**config.mk**
```make
export PLATFORM = sky130hd
export DESIGN_NAME = calc_ctrl
export DESIGN_NICKNAME = d
export VERILOG_FILES = /design/src/rtl/calc_ctrl.sv
export SDC_FILE = /design/constraint.sdc
export NUM_CORES = 1
export LEC_CHECK = 0
export ABC_CLOCK_PERIOD_IN_PS = 2800
export CORE_ASPECT_RATIO = 1.25
export CORE_MARGIN = 2
export CORE_UTILIZATION = 28
export CTS_CLUSTER_SIZE = 12
export DETAILED_ROUTE_END_ITERATION = 12
export SLEW_MARGIN = 15
export SYNTH_ARGS = -nofsm -noshare
export SYNTH_HDL_FRONTEND = slang
export SYNTH_SLANG_ARGS = --single-unit
```
**constraint.sdc**
```tcl
create_clock -name clk -period 2.8 [get_ports clk]
set_clock_uncertainty 0.2 [all_clocks]
set_input_delay 0.56 -clock clk [delete_from_list [all_inputs] [get_ports clk]]
set_output_delay 0.56 -clock clk [all_outputs]
set_load 0.01 [all_outputs]
```
**src/rtl/calc_ctrl.sv**
```systemverilog
// Control FSM for the 4-bit calculator datapath: operand load, unit
// dispatch, completion wait with watchdog, result write and display select.
module calc_ctrl #(
  parameter int TIMEOUT_CYCLES = 15,
  parameter int CNT_W          = 8
) (
  input  logic       clk,
  input  logic       reset,
  input  logic       go,
  input  logic [2:0] op,
  input  logic       y_zero,
  input  logic       Done_Calc,
  input  logic       Done_DIV,
  output logic       EN_X,
  output logic       EN_Y,
  output logic       Go_Calc,
  output logic       Go_DIV,
  output logic [1:0] Op_Calc,
  output logic       Sel_H,
  output logic [1:0] Sel_L,
  output logic       En_Out_H,
  output logic       En_Out_L,
  output logic [1:0] Sel_out,
  output logic       done,
  output logic       err,
  output logic [3:0] state_o
);

  typedef enum logic [3:0] {
    S_IDLE      = 4'd0,
    S_LOAD      = 4'd1,
    S_DISPATCH  = 4'd2,
    S_CALC_GO   = 4'd3,
    S_CALC_WAIT = 4'd4,
    S_DIV_GO    = 4'd5,
    S_DIV_WAIT  = 4'd6,
    S_WRITE     = 4'd7,
    S_DONE      = 4'd8,
    S_ERR       = 4'd9
  } state_t;

  localparam logic [CNT_W-1:0] CNT_LAST = CNT_W'(TIMEOUT_CYCLES - 1);

  state_t           state;
  state_t           state_n;
  logic [2:0]       op_r;
  logic [2:0]       op_n;
  logic [CNT_W-1:0] cnt;
  logic [CNT_W-1:0] cnt_n;
  logic [1:0]       sel_l_n;

  always_comb begin
    state_n = S_IDLE;
    op_n    = op_r;
    cnt_n   = '0;
    case (state)
      S_IDLE: begin
        if (go) begin
          state_n = S_LOAD;
          op_n    = op;
        end else begin
          state_n = S_IDLE;
        end
      end
      S_LOAD: state_n = S_DISPATCH;
      S_DISPATCH: begin
        unique case (1'b1)
          (op_r[2:1] == 2'b11) ||
          ((op_r == 3'b101) && y_zero):
            state_n = S_ERR;
          !op_r[2]:
            state_n = S_CALC_GO;
          (op_r == 3'b100):
            state_n = S_WRITE;
          default:
            state_n = S_DIV_GO;
        endcase
      end
      S_CALC_GO: begin
        state_n = Done_Calc ? S_WRITE : S_CALC_WAIT;
      end
      S_CALC_WAIT: begin
        cnt_n = cnt + 1'b1;
        if (Done_Calc)
          state_n = S_WRITE;
        else if (cnt == CNT_LAST)
          state_n = S_ERR;
        else
          state_n = S_CALC_WAIT;
      end
      S_DIV_GO: begin
        state_n = Done_DIV ? S_WRITE : S_DIV_WAIT;
      end
      S_DIV_WAIT: begin
        cnt_n = cnt + 1'b1;
        if (Done_DIV)
          state_n = S_WRITE;
        else if (cnt == CNT_LAST)
          state_n = S_ERR;
        else
          state_n = S_DIV_WAIT;
      end
      S_WRITE: state_n = S_DONE;
      S_DONE:  state_n = go ? S_DONE : S_IDLE;
      S_ERR:   state_n = go ? S_ERR : S_IDLE;
      default: state_n = S_IDLE;
    endcase
  end

  // Low result source: ALU, product low or quotient
  always_comb begin
    sel_l_n = 2'd0;
    if (state_n == S_WRITE) begin
      unique case (1'b1)
        !op_n[2]:          sel_l_n = 2'd1;
        (op_n == 3'b100):  sel_l_n = 2'd2;
        default:           sel_l_n = 2'd3;
      endcase
    end
  end

  // Outputs are registered from the next state so they track state exactly
  always_ff @(posedge clk or posedge reset) begin
    if (reset) begin
      state    <= S_IDLE;
      op_r     <= '0;
      cnt      <= '0;
      EN_X     <= 1'b0;
      EN_Y     <= 1'b0;
      Go_Calc  <= 1'b0;
      Go_DIV   <= 1'b0;
      Op_Calc  <= '0;
      Sel_H    <= 1'b0;
      Sel_L    <= '0;
      En_Out_H <= 1'b0;
      En_Out_L <= 1'b0;
      Sel_out  <= '0;
      done     <= 1'b0;
      err      <= 1'b0;
      state_o  <= '0;
    end else begin
      state    <= state_n;
      op_r     <= op_n;
      cnt      <= cnt_n;
      EN_X     <= (state_n == S_LOAD);
      EN_Y     <= (state_n == S_LOAD);
      Go_Calc  <= (state_n == S_CALC_GO);
      Go_DIV   <= (state_n == S_DIV_GO);
      Op_Calc  <= op_n[1:0];
      Sel_H    <= (state_n == S_WRITE) && (op_n == 3'b101);
      Sel_L    <= sel_l_n;
      En_Out_H <= (state_n == S_WRITE);
      En_Out_L <= (state_n == S_WRITE);
      Sel_out  <= (state_n == S_DONE) ? 2'd1 : 2'd0;
      done     <= (state_n == S_DONE);
      err      <= (state_n == S_ERR);
      state_o  <= state_n;
    end
  end

endmodule

```
==> results.json, run 1 <==
{
  "status": "completed",
  "yosysWarnings": 0,
  "synth.avg_cell_area_um2": 10.4,
  "grt.overflow.total": 0,
  "clk_transition_reported_paths_ps": 90,
  "critical_path_class": "register to register",
  "grt_setup_unrepaired": "no",
  "wire_per_inst_um": 12.5,
  "drv_cap": 0,
  "wl_met2_mm": 1.37,
  "grtUsageTotal": 0.109,
  "core_um2": 4360,
  "cts_resized": 0,
  "drive_above_1_share": 0.117,
  "cts_max_level": 1,
  "power.total_mw": 1.66,
  "antenna_left": 0,
  "drcViolationCount": 0,
  "met1_length_mm": 1.07,
  "die_area_um2": 5030,
  "ctsHoldBuffers": 0,
  "hold_path.class": "register to register",
  "die_w_um": 63.8,
  "initial_utilization": 0.287,
  "required_ps": 2760,
  "max_freq_mhz": 419,
  "r2r_slack_ps": 410,
  "cp.arrival_ps": 2350,
  "via_per_inst": 4.59,
  "root_buffer": "clkbuf_8",
  "num_vias": 931,
  "syn_area_um2": 1250,
  "min_from": "cnt[0]",
  "grt_pass1_vias": 1010,
  "grt_pass1_wl_mm": 4.48,
  "cp-start-kind": "register",
  "synthesis.nets": 132,
  "placementRows": 27,
  "place_ws_ps": 406,
  "crit_chain": "inv_1 > ha_1 > or4b_1 > nor3_1 > a31oi_1 > a21oi_4 > inv_2 > and3_1",
  "synth-edff-count": 0,
  "clock_latency_ps": 260,
  "clockBufferDepth": 2,
  "numCtsBuffers": 3,
  "cts.sinks": 24,
  "num-fill-cells": 416,
  "min_path_cells": 1,
  "final_common_cell": "clkdlybuf4s50_1",
  "firstDrtPassIters": 4,
  "r2r_start": "cnt[0]",
  "fin_util": 0.372,
  "route.met3.wl_um": 107,
  "synthCells": 121,
  "cts_tree": "yes",
  "routabilityCongestion": 0.819,
  "leakage_nw": 0.678,
  "tns_ps": 0,
  "endpoint_kind": "register",
  "grt_start_max_net_pins": 25,
  "fp.dieH_um": 78.8,
  "postCtsSetupRepairBufs": 0,
  "async_reset_ff_frac": 1.00,
  "routed_wl_mm": 2.54,
  "final-max-slew-violation-count": 0,
  "max_slew_margin": 0.674,
  "antenna_cells": 0,
  "drtIter0Drc": 63,
  "timing.final.ws_setup_ps": 415,
  "synth-main-ff-cell": "dfrtp_1",
  "synthDistinctLibCells": 37,
  "fin_nets": 157,
  "tightest_slew_ps": 482,
  "powerDensity_nw_per_um2": 1030,
  "hold-worst-slack_ps": 332,
  "hpwl_mm": 1.94,
  "fin_crit_sh": 0.852,
  "ys_ff_latch": 24,
  "crit_slowest_cell": "or4b_1",
  "vdd_ir_drop_max_mv": 0.379,
  "seq_area_frac_synth": 0.480,
  "antenna_found_initial": 0,
  "setup_viol": 0,
  "path_max_fanout": 5,
  "routed.top_layer": "met3",
  "io_buffers": 26,
  "reg2reg_to": "Go_Calc",
  "area_delta_synth_final_pct": 29.3,
  "min_to": "cnt[0]",
  "ioPinCount": 28,
  "final_cell_mix": "26 x clkdlybuf4s50_1, 24 x dfrtp_1, 13 x nor2_1",
  "hold_viol": 0,
  "r2r_cells": 8,
  "max_stage_delay_ps": 470,
  "period_minus_slack_ps": 2390
}
sequential cells by signal, summed over array words and instances (netlist names):
name,count
cnt,8
EN_Y,1
Sel_H,1
Go_DIV,1
state,4
Sel_L,2
Go_Calc,1
op_r,3
Sel_out,1
En_Out_L,1
err,1
worst max-delay path by stage:
stage | start | slack [ps] | to | depth (start not counted)
floorplan | cnt[0] | 610 | Sel_L[0] | 7
global placement | go | 440 | Sel_L[0] | 5
detailed placement | cnt[0] | 410 | Sel_L[0] | 7
CTS | cnt[0] | 390 | Sel_L[0] | 7
global route | cnt[0] | 270 | Sel_L[0] | 7
finish | cnt[0] | 410 | Go_Calc | 8
cells by family (layout without fill, tap and decap cells):
family	after synthesis	after routing	share of synthesized area
XOR/XNOR	5	5	0.0350
flip-flops	24	24	0.480
buffers and inverters	15	39	0.0629
multiplexers	4	4	0.0350
AO/OA/AOI/OAI	21	21	0.146
other	1	1	0.00299
AND/OR/NAND/NOR	49	49	0.219
adder cells (fa/ha/maj)	2	2	0.0200
layout make-up:
| type | instances | area, um2 | share of cell area |
|---|---|---|---|
| inverter | 7 | 26.3 | 0.0162 |
| sequential | 24 | 601 | 0.371 |
| clock buffer | 3 | 41.3 | 0.0255 |
| multi-input combinational | 82 | 573 | 0.354 |
| clock inverter | 1 | 30.0 | 0.0185 |
| timing repair buffer | 28 | 275 | 0.170 |
| tap | 58 | 72.6 | 0.0448 |
synthesized netlist by cell type (4+ instances only):
cell type | n | area (um2)
nand2_1 | 5 | 18.8
a21oi_1 | 6 | 30.0
nor2b_1 | 7 | 43.8
buf_4 | 6 | 45.0
xor2_1 | 4 | 35.0
nor2_1 | 13 | 48.8
o21ai_0 | 6 | 30.0
dfrtp_1 | 24 | 601
inv_1 | 6 | 22.5
worst max-delay path: cells and delay by family, from the launching register on:
kind / cells / cell delay [ps]
buffers and inverters: 2 / 150
DFF: 1 / 430
adders and majority gates: 1 / 150
AOI/OAI and AO/OA: 2 / 480
and+or+nand+nor: 3 / 880
stage by stage:
stage,cells,area (um2)
2_1_floorplan,121,1250
3_3_place_gp,199,1550
3_5_place_dp,199,1550
4_1_cts,203,1620
5_1_grt,203,1620
6_report,203,1620
power breakdown:
| part | internal, mW | switching (mW) | total, mW |
|---|---|---|---|
| combinational | 0.389 | 0.403 | 0.791 |
| clock | 0.191 | 0.109 | 0.300 |
| sequential | 0.443 | 0.128 | 0.571 |
layer usage:
| layer | vias to the layer above | track usage |
|---|---|---|
| met5 | - | 0 |
| met4 | 0 | 0.0130 |
| met2 | 23 | 0.209 |
| met1 | 452 | 0.122 |
| met3 | 0 | 0.0297 |
| li1 | 456 | - |
Note: power is estimated with default switching activity, not from simulation.
==> inputs of run 2 (changes only) <==
--- a/config.mk
+++ b/config.mk
@@ -9,6 +9,7 @@
 export CORE_ASPECT_RATIO = 1.25
 export CORE_MARGIN = 2
 export CORE_UTILIZATION = 28
+export CTS_BUF_LIST = sky130_fd_sc_hd__clkbuf_4 sky130_fd_sc_hd__clkbuf_8 sky130_fd_sc_hd__clkbuf_16
 export CTS_CLUSTER_SIZE = 12
 export DETAILED_ROUTE_END_ITERATION = 12
 export SLEW_MARGIN = 15
==> results of run 2 <==
The final DEF is identical to that of run 1; final timing and power are the same.
==> inputs of run 3 (changes only) <==
--- a/config.mk
+++ b/config.mk
@@ -10,9 +10,9 @@
 export CORE_MARGIN = 2
 export CORE_UTILIZATION = 28
 export CTS_BUF_LIST = sky130_fd_sc_hd__clkbuf_4 sky130_fd_sc_hd__clkbuf_8 sky130_fd_sc_hd__clkbuf_16
+export CTS_CLUSTER_DIAMETER = 150
 export CTS_CLUSTER_SIZE = 12
 export DETAILED_ROUTE_END_ITERATION = 12
-export SLEW_MARGIN = 15
 export SYNTH_ARGS = -nofsm -noshare
 export SYNTH_HDL_FRONTEND = slang
 export SYNTH_SLANG_ARGS = --single-unit
==> results of run 3 <==
The final DEF is identical to that of run 1; final timing and power are the same.
